==> config.mk <==
export PLATFORM = sky130hd
export DESIGN_NAME = reg_alu_ctrl_flat
export DESIGN_NICKNAME = d
export VERILOG_FILES = /design/src/rtl/reg_alu_ctrl_pkg.sv /design/src/rtl/reg_alu_ctrl_if.sv /design/src/rtl/reg_alu_ctrl.sv /design/src/flat_wrapper.sv
export SDC_FILE = /design/constraint.sdc
export NUM_CORES = 1
export LEC_CHECK = 0
export CAP_MARGIN = 20
export CORE_MARGIN = 10
export CORE_UTILIZATION = 41
export CTS_BUF_LIST = sky130_fd_sc_hd__clkbuf_4 sky130_fd_sc_hd__clkbuf_8 sky130_fd_sc_hd__clkbuf_16
export CTS_CLUSTER_DIAMETER = 200
export CTS_CLUSTER_SIZE = 14
export DETAILED_ROUTE_END_ITERATION = 10
export PLACE_DENSITY = 0.79
export SETUP_SLACK_MARGIN = 0.1
export SLEW_MARGIN = 30
export SYNTH_ARGS = -nofsm -noshare
export SYNTH_HDL_FRONTEND = slang
export SYNTH_SLANG_ARGS = --single-unit
==> constraint.sdc <==
create_clock -name clk -period 2.1 [get_ports clk]
set_clock_uncertainty 0.15 [all_clocks]
set_input_delay 0.63 -clock clk [delete_from_list [all_inputs] [get_ports clk]]
set_output_delay 0.63 -clock clk [all_outputs]
set_load 0.005 [all_outputs]
==> src/rtl/reg_alu_ctrl_pkg.sv <==
// Shared definitions for the reg_alu command sequencer: command kinds, ALU op codes,
// FSM state encoding and the helper that resolves a conditional ALU command.
package reg_alu_ctrl_pkg;

    typedef enum logic [1:0] {
        KindLdi  = 2'b00,
        KindAlu  = 2'b01,
        KindClrf = 2'b10,
        KindAluc = 2'b11
    } cmd_kind_e;

    // ALU ops are passed through opaquely; only add has a fixed code.
    localparam logic [1:0] OpAdd = 2'b00;

    typedef enum logic [1:0] {
        StIdle = 2'b00,
        StExec = 2'b01,
        StDone = 2'b10
    } state_e;

    // A conditional ALU command runs as a plain ALU command when enabled and the
    // carry flag is set; otherwise it stays KindAluc and executes as a NOP.
    function automatic cmd_kind_e resolve_kind(input cmd_kind_e kind,
                                               input logic      cond_en,
                                               input logic      flag);
        if (kind == KindAluc && cond_en && flag) begin
            return KindAlu;
        end
        return kind;
    endfunction

endpackage

==> src/rtl/reg_alu_ctrl_if.sv <==
// Command handshake bundle between a host and reg_alu_ctrl.
// master = command source, slave = the sequencer.
interface reg_alu_ctrl_if #(
    parameter int unsigned DATA_W = 16,
    parameter int unsigned ADDR_W = 3,
    parameter int unsigned CNT_W  = 4
) ();

    logic              cmd_valid;
    logic              cmd_ready;
    logic [1:0]        cmd_kind;
    logic [1:0]        cmd_op;
    logic [ADDR_W-1:0] cmd_rd;
    logic [ADDR_W-1:0] cmd_ra;
    logic [ADDR_W-1:0] cmd_rb;
    logic [DATA_W-1:0] cmd_imm;
    logic [CNT_W-1:0]  cmd_cnt;

    modport master (
        output cmd_valid, cmd_kind, cmd_op, cmd_rd, cmd_ra, cmd_rb, cmd_imm, cmd_cnt,
        input  cmd_ready
    );

    modport slave (
        input  cmd_valid, cmd_kind, cmd_op, cmd_rd, cmd_ra, cmd_rb, cmd_imm, cmd_cnt,
        output cmd_ready
    );

endinterface

==> src/rtl/reg_alu_ctrl.sv <==
// Command sequencer for the 8x16 register-file/ALU datapath.
// One command per valid/ready handshake; FSM Idle -> Exec (1..2^CNT_W cycles) -> Done.
// Optional feature: define REG_ALU_CTRL_COND_EN to make ALUC execute as ALU when the
// carry flag was set at accept; otherwise ALUC is a single-cycle NOP.
module reg_alu_ctrl
    import reg_alu_ctrl_pkg::*;
#(
    parameter int unsigned DATA_W = 16,
    parameter int unsigned ADDR_W = 3,
    parameter int unsigned CNT_W  = 4
) (
    input  logic              clk,
    input  logic              reset,
    reg_alu_ctrl_if.slave     cmd,
    input  logic              alu_cout,
    output logic              rf_sel,
    output logic              rf_wr,
    output logic [1:0]        rf_op,
    output logic [ADDR_W-1:0] rf_rd_addr_a,
    output logic [ADDR_W-1:0] rf_rd_addr_b,
    output logic [ADDR_W-1:0] rf_wr_addr,
    output logic [DATA_W-1:0] rf_d_in,
    output logic              busy,
    output logic              done,
    output logic              carry_flag
);

`ifdef REG_ALU_CTRL_COND_EN
    localparam logic CondEn = 1'b1;
`else
    localparam logic CondEn = 1'b0;
`endif

    state_e            state_q, state_d;
    cmd_kind_e         kind_q, kind_d;
    logic [1:0]        op_q, op_d;
    logic [ADDR_W-1:0] rd_q, rd_d;
    logic [ADDR_W-1:0] ra_q, ra_d;
    logic [ADDR_W-1:0] rb_q, rb_d;
    logic [DATA_W-1:0] imm_q, imm_d;
    logic [CNT_W-1:0]  iter_q, iter_d;
    logic              first_q, first_d;
    logic              carry_q, carry_d;

    logic accept;
    logic in_exec;

    assign accept  = cmd.cmd_valid & (state_q == StIdle) & ~reset;
    assign in_exec = (state_q == StExec);

    // State and command registers; synchronous reset aborts any command in flight.
    always_ff @(posedge clk) begin
        if (reset) begin
            state_q <= StIdle;
            kind_q  <= KindLdi;
            op_q    <= '0;
            rd_q    <= '0;
            ra_q    <= '0;
            rb_q    <= '0;
            imm_q   <= '0;
            iter_q  <= '0;
            first_q <= 1'b0;
            carry_q <= 1'b0;
        end else begin
            state_q <= state_d;
            kind_q  <= kind_d;
            op_q    <= op_d;
            rd_q    <= rd_d;
            ra_q    <= ra_d;
            rb_q    <= rb_d;
            imm_q   <= imm_d;
            iter_q  <= iter_d;
            first_q <= first_d;
            carry_q <= carry_d;
        end
    end

    // Next-state logic for the command FSM.
    always_comb begin
        state_d = state_q;
        unique case (state_q)
            StIdle:  if (accept) state_d = StExec;
            StExec:  if (iter_q == '0) state_d = StDone;
            StDone:  state_d = StIdle;
            default: state_d = StIdle;
        endcase
    end

    // Command latch, iteration counter and sticky carry update.
    always_comb begin
        kind_d  = kind_q;
        op_d    = op_q;
        rd_d    = rd_q;
        ra_d    = ra_q;
        rb_d    = rb_q;
        imm_d   = imm_q;
        iter_d  = iter_q;
        first_d = first_q;
        carry_d = carry_q;

        if (accept) begin
            // ALUC is resolved against the flag as it stands at accept.
            kind_d  = resolve_kind(cmd_kind_e'(cmd.cmd_kind), CondEn, carry_q);
            op_d    = cmd.cmd_op;
            rd_d    = cmd.cmd_rd;
            ra_d    = cmd.cmd_ra;
            rb_d    = cmd.cmd_rb;
            imm_d   = cmd.cmd_imm;
            iter_d  = (kind_d == KindAlu) ? cmd.cmd_cnt : '0;
            first_d = 1'b1;
        end

        if (in_exec) begin
            if (iter_q != '0) begin
                iter_d  = iter_q - CNT_W'(1);
                first_d = 1'b0;
            end
            unique case (kind_q)
                KindAlu:  carry_d = alu_cout;
                KindClrf: carry_d = 1'b0;
                default:  carry_d = carry_q;
            endcase
        end
    end

    // Outputs decoded from state and the latched command.
    always_comb begin
        cmd.cmd_ready = (state_q == StIdle);
        busy          = (state_q != StIdle);
        done          = (state_q == StDone);
        carry_flag    = carry_q;
        rf_sel        = in_exec & (kind_q == KindAlu);
        // Write gating by reset is combinational so a reset cycle never writes.
        rf_wr         = in_exec & ((kind_q == KindAlu) | (kind_q == KindLdi)) & ~reset;
        rf_op         = op_q;
        rf_wr_addr    = rd_q;
        rf_rd_addr_b  = rb_q;
        // Later iterations read the destination back: rd = rd op rb.
        rf_rd_addr_a  = (in_exec & ~first_q) ? rd_q : ra_q;
        rf_d_in       = imm_q;
    end

endmodule
==> src/flat_wrapper.sv <==
// flat-port wrapper written by rule: the top's interface ports become plain ports
module reg_alu_ctrl_flat import reg_alu_ctrl_pkg::*;
#(
    parameter int unsigned DATA_W = 16,
    parameter int unsigned ADDR_W = 3,
    parameter int unsigned CNT_W  = 4
)
  (clk, reset, alu_cout, rf_sel, rf_wr, rf_op, rf_rd_addr_a, rf_rd_addr_b, rf_wr_addr, rf_d_in, busy, done, carry_flag, cmd_cmd_valid, cmd_cmd_kind, cmd_cmd_op, cmd_cmd_rd, cmd_cmd_ra, cmd_cmd_rb, cmd_cmd_imm, cmd_cmd_cnt, cmd_cmd_ready);
  reg_alu_ctrl_if #(.DATA_W(DATA_W), .ADDR_W(ADDR_W), .CNT_W(CNT_W)) cmd_i ();
  input  logic clk;
  input  logic reset;
  input  logic alu_cout;
  output logic rf_sel;
  output logic rf_wr;
  output logic [1:0] rf_op;
  output logic [ADDR_W-1:0] rf_rd_addr_a;
  output logic [ADDR_W-1:0] rf_rd_addr_b;
  output logic [ADDR_W-1:0] rf_wr_addr;
  output logic [DATA_W-1:0] rf_d_in;
  output logic busy;
  output logic done;
  output logic carry_flag;
  input wire logic [$bits(cmd_i.cmd_valid)-1:0] cmd_cmd_valid;
  input wire logic [$bits(cmd_i.cmd_kind)-1:0] cmd_cmd_kind;
  input wire logic [$bits(cmd_i.cmd_op)-1:0] cmd_cmd_op;
  input wire logic [$bits(cmd_i.cmd_rd)-1:0] cmd_cmd_rd;
  input wire logic [$bits(cmd_i.cmd_ra)-1:0] cmd_cmd_ra;
  input wire logic [$bits(cmd_i.cmd_rb)-1:0] cmd_cmd_rb;
  input wire logic [$bits(cmd_i.cmd_imm)-1:0] cmd_cmd_imm;
  input wire logic [$bits(cmd_i.cmd_cnt)-1:0] cmd_cmd_cnt;
  output wire logic [$bits(cmd_i.cmd_ready)-1:0] cmd_cmd_ready;
  assign cmd_i.cmd_valid = cmd_cmd_valid;
  assign cmd_i.cmd_kind = cmd_cmd_kind;
  assign cmd_i.cmd_op = cmd_cmd_op;
  assign cmd_i.cmd_rd = cmd_cmd_rd;
  assign cmd_i.cmd_ra = cmd_cmd_ra;
  assign cmd_i.cmd_rb = cmd_cmd_rb;
  assign cmd_i.cmd_imm = cmd_cmd_imm;
  assign cmd_i.cmd_cnt = cmd_cmd_cnt;
  assign cmd_cmd_ready = cmd_i.cmd_ready;
  reg_alu_ctrl #(.DATA_W(DATA_W), .ADDR_W(ADDR_W), .CNT_W(CNT_W)) u_core (.clk(clk), .reset(reset), .cmd(cmd_i), .alu_cout(alu_cout), .rf_sel(rf_sel), .rf_wr(rf_wr), .rf_op(rf_op), .rf_rd_addr_a(rf_rd_addr_a), .rf_rd_addr_b(rf_rd_addr_b), .rf_wr_addr(rf_wr_addr), .rf_d_in(rf_d_in), .busy(busy), .done(done), .carry_flag(carry_flag));
endmodule
* Yosys cells after proc, flatten, opt, wreduce, memory -nomap -nowiden
Cells that the tools add are included.
Storage, ports and cells: flip-flop bits (word level) 37, input port bits 37, output and inout port bits 33, logic and storage cells 47
Operators by class: add/subtract/negate cells 1, equal/unequal tests 7, multiplexer cells 12, bitwise gates (word level) 9, reduce and logical (&&, ||, !) cells 8
Operator list (number):
- two-way mux 4 bit | 4
- bitwise AND 1 bit | 6
- == test 2 x 1 -> 1 bit (second input constant) | 3
- == test 2 bit (second input constant) | 2
- logical NOT 2 bit | 2
- logical NOT 4 bit | 1
- two-way mux 2 bit | 2
- one-hot mux 2 bit (2 select lines) | 1
- AND reduction 2 bit | 2
- nonzero test 2 bit | 2
- nonzero test 4 bit | 1
- subtractor 4 x 1 -> 4 bit (second input constant) | 1
- two-way mux 1 bit | 3
- two-way mux 3 bit | 1
- != test 2 x 1 -> 1 bit (second input constant) | 1
- != test 2 bit (second input constant) | 1
- inverter 1 bit | 2
- one-hot mux 1 bit (2 select lines) | 1
- OR 1 bit | 1

* Logic depth before layout (Yosys ltp)
Gate-level depths: netlist of the first run.
word-level depth 6, mapped depth 5, depth with buffers taken out 5

* Worst setup path before layout of the first run
Ideal clock, no wire load.
kind reg-to-output, start register u_core.state_q[0], end output rf_rd_addr_a[0], data arrival time 1.119 ns, required time 1.320 ns, path slack 0.201 ns, stages on the path, launching flop included 5, buffers on the path 1, cells stage by stage dfxtp_1 > nand2b_1 > buf_2 > nor2_2 > mux2_2
Between the ends: longest elaborated chain between the ends 3
Ends and longest elaborated chain:
- start: declaration | RTL line reg_alu_ctrl.sv:34 | state_e state_q, state_d;
- start signal: assignment | RTL line reg_alu_ctrl.sv:54 | state_q <= StIdle;
- start signal: assignment | RTL line reg_alu_ctrl.sv:65 | state_q <= state_d;
- == test 2 x 1 -> 1 bit | RTL line reg_alu_ctrl.sv:49 | assign in_exec = (state_q == StExec);
- bitwise AND 1 bit | RTL line reg_alu_ctrl.sv:139 | rf_rd_addr_a = (in_exec & ~first_q) ? rd_q : ra_q;
- two-way mux 3 bit | RTL line reg_alu_ctrl.sv:139
- end: declaration | RTL line flat_wrapper.sv:16 | output logic [ADDR_W-1:0] rf_rd_addr_a;
No other way between the ends.

* Final worst setup path of the first run
start register u_core.state_q[1], end output rf_rd_addr_a[2]
Same word-level chain as after synthesis.

==> results.toml, run 1 <==
[critical_path]
crit_buf_inv = 2
startpoint_type = "flip-flop"
cp_common_cell = "buf_6"
crit_chain = "nand2b_4 > nor2_4 > buf_6 > mux2_4 > buf_6"
critPathMaxFanout = 2
path_delay_family = "flip-flops"
slowest_stage = "dfxtp_2"
required_ns = 1.32
cpPeakStageDelay_ns = 0.33
crit_type = "flip-flop to output pin"
endpoint_kind = "output pin"
critPathArrivalTime_ns = 1.39

[floorplanning]
initial_core_util = 0.4240
die_area_um2 = 6685
die_w_um = 81.76
dieHeight_um = 81.76
ios = 70
rows = 22
fp.coreArea_um2 = 3689

[layout]
nets = 312
layout_commonest_cell = "nand2_1"
syn_to_final_growth_pct = 61.20
post-route-util = 0.6835
fin_cells = 319
final_area_um2 = 2521
mostFrequentLayoutCells = "61 x nand2_1, 57 x clkdlybuf4s50_1, 33 x dfxtp_1, 30 x a21oi_1, 12 x buf_4"
drive_gt1_frac = 0.1882
diodes = 0

[clocking]
insertion_delay_ns = 0.28
cts_tree = "built"
cts-buffers-inserted = 5
ctsLongestPathBuffers = 2
cts_root_buf = "clkbuf_8"
clock-sinks = 37
clk_pin_slew_ns = 0.07
cts-htree-levels = 2

[global_routing]
grt_pass1_wl_mm = 7.093
grt_pass1_vias = 1492
antenna_found_initial = 0
grt_usage = 0.1360
grt_max_degree = 39
grt_overflow = 0

[sta]
timing.final.crit_share = 1.033
rsz0062_at_grt = "yes"
worst_hold_slack_ns = 0.3022
slew_headroom = 0.7233
hold_viol = 0
tns_ns = -0.1808
setup_viol = 3
clock.fmax_mhz = 461.0
worst_slack_ns = -0.06910
fin_crit_ns = 2.169
worstMarginPinSlew_ns = 0.4150
maxSlewViolCount = 0

[synthesis]
yosysSeqAreaShare = 0.4736
syn_inst = 189
syn_area_um2 = 1564
synth_area_leaders = "dfxtp_1 47%, nand2_1 15%, a21oi_1 9.6%"
yosysTopAreaCell = "dfxtp_1"
synth_seq_cells = 37
syn_avg_cell_area_um2 = 8.275
syn_nets = 230
ys_types = 36
ys_warn_count = 0
synth_top_area_share = 0.4736

[detailed_routing]
drtIter0Drc = 110
ant_nets = 0
drt_pass1_iterations = 4
wirelength_mm = 4.533
routed_via_density = 4.828
wire_per_inst_um = 14.21
drc_errors = 0
via_count = 1540

[place]
gp_congestion = 0.7908
place_inst = 306
dpl_cell_area_um2 = 2333
dp_hpwl_mm = 3.277
io_buffers = 69

[power]
peakVddDrop_mv = 0.4328
p_leak_nw = 1.032
p_per_area_nw_per_um2 = 688.2

[run_status]
status = "finished with violations"
violations = "setup timing"

[min_path]
hp-class = "flip-flop to flip-flop"

[flow_run]
max-cap-violations = 0
[synthesized netlist by cell type]
| library cell | number |
|---|---|
| nand2_1 | 61 |
| dfxtp_1 | 37 |
| a21oi_1 | 30 |
| inv_1 | 6 |
| buf_2 | 4 |
| clkbuf_1 | 4 |
| ha_1 | 4 |
| nand3_1 | 4 |
| nor2_1 | 4 |
| buf_6 | 3 |
| mux2_2 | 3 |
| nor3_1 | 3 |
| a31oi_1 | 2 |
| nor2b_1 | 2 |
| a21oi_2 | 1 |
| a311oi_1 | 1 |
| a31o_1 | 1 |
| a32oi_1 | 1 |
| and2_1 | 1 |
| and2b_1 | 1 |
| buf_8 | 1 |
| nand2b_1 | 1 |
| nand4b_1 | 1 |
| nor2_2 | 1 |
| nor3b_1 | 1 |
| nor3b_4 | 1 |
| o211ai_1 | 1 |
| o21ai_0 | 1 |
| o21bai_1 | 1 |
| o22ai_1 | 1 |
| o22ai_2 | 1 |
| or3_1 | 1 |
| or3b_1 | 1 |
| or3b_4 | 1 |
| xnor2_1 | 1 |
| xor2_1 | 1 |
[through the flow]
stage	worst slack [ns]	total power (W)
6_report	-0.06910	0.001735
3_5_place_dp	-0.4511	0.001218
2_1_floorplan	0.2012	0.0009991
4_1_cts	-0.08279	0.001742
5_1_grt	-0.1181	0.001835
3_3_place_gp	-0.4518	0.001211
[cell type report]
type	instances	area, µm²
clock buffer	7	90.09
fill	315	1167
inverter	6	22.52
multi-input combinational	134	760.7
sequential	37	745.7
tap	48	60.06
timing repair buffer	87	842.1
[layer usage]
layer	GRT usage	share of wire	routed length, µm	vias up
met5	0	0	0	-
met4	0.04082	0.0093	42	0
met3	0.07424	0.096	434	7
met2	0.2218	0.50	2249	48
met1	0.1492	0.40	1806	700
li1	-	-	-	785
[worst register-to-register path: stages, from the launching register on]
cell      delay [ns]
dfxtp_2         0.34
buf_6           0.13
buf_4           0.14
or3b_1          0.40
buf_4           0.23
nand2_1         0.09
a311oi_1        0.08
[state kept, by name, summed over array words and instances (netlist names)]
| signal | flops |
|---|---|
| u_core.carry_flag | 1 |
| u_core.first_q | 1 |
| u_core.iter_q | 4 |
| u_core.kind_q | 2 |
| u_core.ra_q | 3 |
| u_core.rf_d_in | 16 |
| u_core.rf_op | 2 |
| u_core.rf_rd_addr_b | 3 |
| u_core.rf_wr_addr | 3 |
| u_core.state_q | 2 |
[kinds of logic (layout without fill, tap and decap cells)]
family | after synthesis | after routing | synth area share
XOR/XNOR | 2 | 2 | 0.01120
adder cells (fa/ha/maj) | 4 | 4 | 0.03200
multiplexers | 3 | 3 | 0.02160
flip-flops | 37 | 37 | 0.4736
AND/OR/NAND/NOR | 84 | 84 | 0.2424
AO/OA/AOI/OAI | 41 | 41 | 0.1512
buffers and inverters | 18 | 100 | 0.06799
[timing repair]
action / CTS / global route
setup buffers: 3 / 4
endpoints found under the hold margin: 0 / 0
hold buffers: 0 / 0
endpoints found under the setup margin: 8 / 8
resized for setup: 35 / 23
pin swaps: 2 / 5
[where the power goes]
group | switching (W) | internal (W) | leakage [nW]
registers | 0.0000329 | 0.000756 | 0.305
clock network | 0.000230 | 0.000273 | 0.0477
logic | 0.000186 | 0.000257 | 0.679
total | 0.000449 | 0.00129 | 1.03
[final timing paths]
check	from	to	slack (ns)	cells past startpoint
worst max-delay path	u_core.state_q[1]	rf_rd_addr_a[2]	-0.07	5
worst min-delay path	u_core.rf_d_in[1]	u_core.rf_d_in[1]	0.30	2
worst max register to register	u_core.state_q[0]	u_core.iter_q[2]	0.41	6
worst min register to register	u_core.rf_d_in[1]	u_core.rf_d_in[1]	0.30	2
(Power assumes the default switching activity.)
==> run 2: changes to the inputs <==
- CORE_ASPECT_RATIO: default -> 1.1
- HOLD_SLACK_MARGIN: default -> 0.12
- REMOVE_ABC_BUFFERS: default -> 1
==> run 2 against run 1 <==
The run still ends with setup timing left. Routed wire length is essentially flat. Utilization down 0.19 points. Sequential cell count unchanged. Sequential power hardly changed. Cell area decreased by 1.2%. Power down 1.1%. Register-to-register slack improved by 0.04 ns. Critical path type unchanged. Largest power group unchanged.
==> results.toml, run 2 (synthesis results as in run 1) <==
[detailed_routing]
drc_errors = 0
wire_per_inst_um = 14.13
drtIter0Drc = 58
routed_via_density = 4.660
wirelength_mm = 4.535
drt_pass1_iterations = 5
via_count = 1496
ant_nets = 0

[run_status]
violations = "setup timing"
status = "finished with violations"

[min_path]
min_from = "u_core.rf_rd_addr_b[2]"
hp-class = "flip-flop to flip-flop"

[place]
dp_hpwl_mm = 3.319
gp_congestion = 0.7805
dpl_cell_area_um2 = 2323
place_inst = 308
io_buffers = 69

[global_routing]
grt_usage = 0.1367
grt_most_used_layer = "met2"
grt_pass1_vias = 1567
grtUsageMet1 = 0.1352
grt_overflow = 0
antenna_found_initial = 1
grt_pass1_wl_mm = 7.403
grtUsageMet2 = 0.2328
use_met3 = 0.07249
grt_max_degree = 39

[floorplanning]
die_w_um = 78.89
dieHeight_um = 84.78
rows = 23
fp.coreArea_um2 = 3655
initial_core_util = 0.4279
die_area_um2 = 6688
ios = 70

[layout]
largest_reg_flops = 16
fillers = 326
layout_commonest_cell = "nand2_1"
syn_to_final_growth_pct = 59.28
nets = 310
drive_gt1_frac = 0.1741
fin_cells = 321
final_area_um2 = 2491
mostFrequentLayoutCells = "61 x nand2_1, 60 x clkdlybuf4s50_1, 33 x dfxtp_1, 30 x a21oi_1, 13 x buf_4"

[sta]
setup_viol = 4
worst_slack_ns = -0.1024
clock.fmax_mhz = 454.1
worst_hold_slack_ns = 0.3022
fin_crit_ns = 2.202
timing.final.crit_share = 1.049
rsz0062_at_grt = "yes"
hold_viol = 0
maxSlewViolCount = 0
slew_headroom = 0.7298
worstMarginPinSlew_ns = 0.4054

[clocking]
insertion_delay_ns = 0.29
cts_tree = "built"
ctsLongestPathBuffers = 2
cts-buffers-inserted = 5
clk_pin_slew_ns = 0.07
clock-sinks = 37
cts-htree-levels = 2
cts_root_buf = "clkbuf_8"
ctsHoldBuffers = 0

[critical_path]
cp-startpoint = "u_core.state_q[1]"
r2r_start = "u_core.state_q[0]"
endpoint_kind = "output pin"
startpoint_type = "flip-flop"
crit_type = "flip-flop to output pin"
required_ns = 1.32
critPathArrivalTime_ns = 1.42
critPathMaxFanout = 3

[power]
p_per_area_nw_per_um2 = 689.0
p_sw_frac = 0.2710
power_frac_clock = 0.286
p_total_w = 0.001716
switchingPower_w = 0.0004652
power_frac_comb = 0.254
seq_power_share = 0.460
p_int_w = 0.001251
p_leak_nw = 0.9696
peakVddDrop_mv = 0.4402

[flow_run]
max-cap-violations = 0
## run 2: changes by cell type in the layout (fill, tap and decap cells not counted), sizes merged
cell,delta
dlygate4sd2,+3
dlymetal6s2s,-3
diode,+1
buf,-5
clkdlybuf4s50,+3
clkbuf,-1
clkinv,+2
## run 2: what timing repair did
| action | 4_1_cts | 5_1_grt |
|---|---|---|
| setup buffers | 4 | 0 |
| pin swaps | 1 | 2 |
| endpoints found under the setup margin | 8 | 31 |
| gates resized for setup | 35 | 9 |
## run 2: final cells by class
type	instances	area, µm²	area share
repair buffers	85	810.8	0.3255
clock buffers	6	76.32	0.03064
well taps	50	62.56	0.02511
inverters	6	22.52	0.009041
multi-input cells	134	760.7	0.3054
diodes	1	2.502	0.001005
flip-flops and latches	37	745.7	0.2993
clock inverters	2	10.01	0.004018
## run 2: worst max-delay path, stage by stage, from the launching register on
cell and delay, ns:
dfxtp_2 0.33, nand2b_4 0.15, nor2_4 0.14, buf_6 0.12, mux2_4 0.29, buf_6 0.12
## run 2: through the flow
| stage | utilization | worst slack, ns | TNS, ns |
|---|---|---|---|
| final | 0.6816 | -0.1024 | -0.2914 |
| after floorplan | - | 0.1237 | 0 |
| after CTS | 0.6765 | -0.1207 | -0.3307 |
| after detailed placement | 0.6357 | -0.4989 | -5.423 |
| after global placement | 0.6357 | -0.5105 | -4.927 |
| after global routing | 0.6816 | -0.1414 | -0.4416 |
## run 2: metal layers
layer  wire, µm  vias to the layer above  share of wire
met1       1802                      657           0.40
met2       2162                       46           0.48
met3        497                        9           0.11
li1           -                      784              -
met5          0                        -              0
met4         73                        0          0.016
## run 2: worst paths after layout
kind	end	slack (ns)	cells past startpoint
setup / recovery	rf_rd_addr_a[1]	-0.10	5
hold / removal	u_core.rf_rd_addr_b[2]	0.30	2
setup reg to reg	u_core.ra_q[2]	0.45	6
hold reg to reg	u_core.rf_rd_addr_b[2]	0.30	2
## run 2: power groups by stage
stage	registers, W	clock network (W)	logic [W]
4_1_cts	0.000788	0.000501	0.000435
3_3_place_gp	0.000798	0	0.000409
2_1_floorplan	0.000805	0	0.000158
6_report	0.000790	0.000491	0.000436
3_5_place_dp	0.000801	0	0.000413
5_1_grt	0.000796	0.000532	0.000479
==> run 3: changes to the inputs <==
- CORE_UTILIZATION: 41 -> 43
- CTS_BUF_LIST: sky130_fd_sc_hd__clkbuf_4 sky130_fd_sc_hd__clkbuf_8 sky130_fd_sc_hd__clkbuf_16 -> sky130_fd_sc_hd__clkbuf_2
- GPL_ROUTABILITY_DRIVEN: default -> 0
- PLACE_DENSITY: 0.79 -> 0.82
- SLEW_MARGIN: 30 -> default
==> run 3 against run 2 <==
The flow still finishes with violations (setup timing). Combinational power is 1% higher. Setup slack worse by 0.14 ns. Routed wire length up 3.3%. Non-clock buffer count is 6 higher. Critical endpoint unchanged. Largest cell class unchanged.
==> results.toml, run 3 (synthesis results as in run 1) <==
[floorplanning]
rows = 22
ios = 70
die_area_um2 = 6452
fp.coreArea_um2 = 3413
dieHeight_um = 83.25
initial_core_util = 0.4582
die_w_um = 77.50

[global_routing]
grtUsageMet2 = 0.2489
grt_pass1_vias = 1590
grt_pass1_wl_mm = 7.755
grt_usage = 0.1463
grt_overflow = 0
use_met3 = 0.07543
grt_max_degree = 39
antenna_found_initial = 0
grtUsageMet1 = 0.1503
grt_most_used_layer = "met2"

[clocking]
cts_root_buf = "clkbuf_2"
insertion_delay_ns = 0.41
clock-sinks = 37
ctsHoldBuffers = 0
clk_pin_slew_ns = 0.18
cts-buffers-inserted = 5
ctsLongestPathBuffers = 2
cts_tree = "built"
cts-htree-levels = 2

[power]
p_int_w = 0.001089
power_frac_comb = 0.283
power_frac_clock = 0.208
p_sw_frac = 0.3023
p_leak_nw = 1.097
p_per_area_nw_per_um2 = 621.2
peakVddDrop_mv = 0.4087
switchingPower_w = 0.0004718
seq_power_share = 0.509

[place]
io_buffers = 69
dp_hpwl_mm = 3.324
place_inst = 305

[min_path]
hp-class = "flip-flop to flip-flop"

[sta]
fin_crit_ns = 2.344
clock.fmax_mhz = 426.5
worst_hold_slack_ns = 0.3120
hold_viol = 0
setup_viol = 5
rsz0062_at_grt = "yes"
worst_slack_ns = -0.2445
slew_headroom = 0.7314
timing.final.crit_share = 1.116
worstMarginPinSlew_ns = 0.4029
maxSlewViolCount = 0

[layout]
nets = 316
fillers = 287
layout_commonest_cell = "nand2_1"
syn_to_final_growth_pct = 60.64
fin_cells = 324
mostFrequentLayoutCells = "61 x nand2_1, 35 x clkdlybuf4s50_1, 30 x a21oi_1, 26 x dlygate4sd2_1, 26 x dfxtp_2"
diodes = 0
drive_gt1_frac = 0.2862
largest_reg_flops = 16

[detailed_routing]
wirelength_mm = 4.686
drt_pass1_iterations = 4
via_count = 1567
drc_errors = 0
wire_per_inst_um = 14.46
drtIter0Drc = 81
ant_nets = 0
routed_via_density = 4.836

[critical_path]
startpoint_type = "flip-flop"
required_ns = 1.32
crit_type = "flip-flop to output pin"
critPathArrivalTime_ns = 1.56
critPathMaxFanout = 3
endpoint_kind = "output pin"

[run_status]
status = "finished with violations"
violations = "setup timing"

[flow_run]
max-cap-violations = 0
-- run 3: cell count changes in the layout (fill, tap and decap cells not counted), sizes merged --
cell / delta
clkinv: +1
clkdlybuf4s50: -25
diode: -1
clkbuf: -2
buf: +10
dlygate4sd2: +22
-- run 3: power by group through the flow --
stage	Clock [W]	Combinational (W)	Sequential, W
floorplan	0	0.000158	0.000805
global placement	0	0.000404	0.000798
detailed placement	0	0.000410	0.000801
CTS	0.000335	0.000433	0.000793
global route	0.000374	0.000486	0.000802
finish	0.000325	0.000442	0.000794
-- run 3: area by class of cell --
cell class,instances,area [µm²],area share
clock inverters,3,17.52,0.006972
flip-flops and latches,37,777.0,0.3093
repair buffers,91,838.3,0.3337
clock buffers,5,25.02,0.009960
inverters,6,22.52,0.008964
well taps,48,60.06,0.02390
multi-input cells,134,772.0,0.3073
-- run 3: path summary, 6_finish.rpt --
check | start | slack [ns] | endpoint | cells after the start
setup / recovery | u_core.state_q[1] | -0.24 | rf_rd_addr_a[1] | 5
hold / removal | u_core.rf_d_in[4] | 0.31 | u_core.rf_d_in[4] | 2
setup reg to reg | u_core.state_q[0] | 0.34 | u_core.rf_d_in[12] | 7
hold reg to reg | u_core.rf_d_in[4] | 0.31 | u_core.rf_d_in[4] | 2
-- run 3: critical path, stage by stage, from the launching register on --
cell	delay, ns
dfxtp_2	0.36
nand2b_4	0.15
nor2_4	0.15
buf_6	0.12
mux2_4	0.29
buf_6	0.12
-- run 3: layer usage --
layer,vias up,share of wire
met4,0,0.011
li1,796,-
met5,-,0
met1,718,0.38
met2,47,0.51
met3,6,0.095
-- run 3: repair_timing --
action                                  CTS  global route
setup buffers                            10             3
cloned                                    0             0
resized for setup                       106             8
endpoints found under the setup margin   33             8
pin swaps                                 4             1
-- run 3: through the flow --
stage | setup TNS (ns) | utilization | setup WS [ns] | power [W] | cell area [µm²]
finish | -0.9306 | 0.7361 | -0.2445 | 0.001561 | 2512
detailed placement | -3.674 | 0.6778 | -0.5119 | 0.001211 | 2313
floorplan | 0 | - | 0.1237 | 0.0009629 | 1480
global route | -1.486 | 0.7361 | -0.3506 | 0.001663 | 2512
CTS | -1.030 | 0.7262 | -0.2742 | 0.001561 | 2479
global placement | -3.826 | 0.6778 | -0.5180 | 0.001202 | 2313
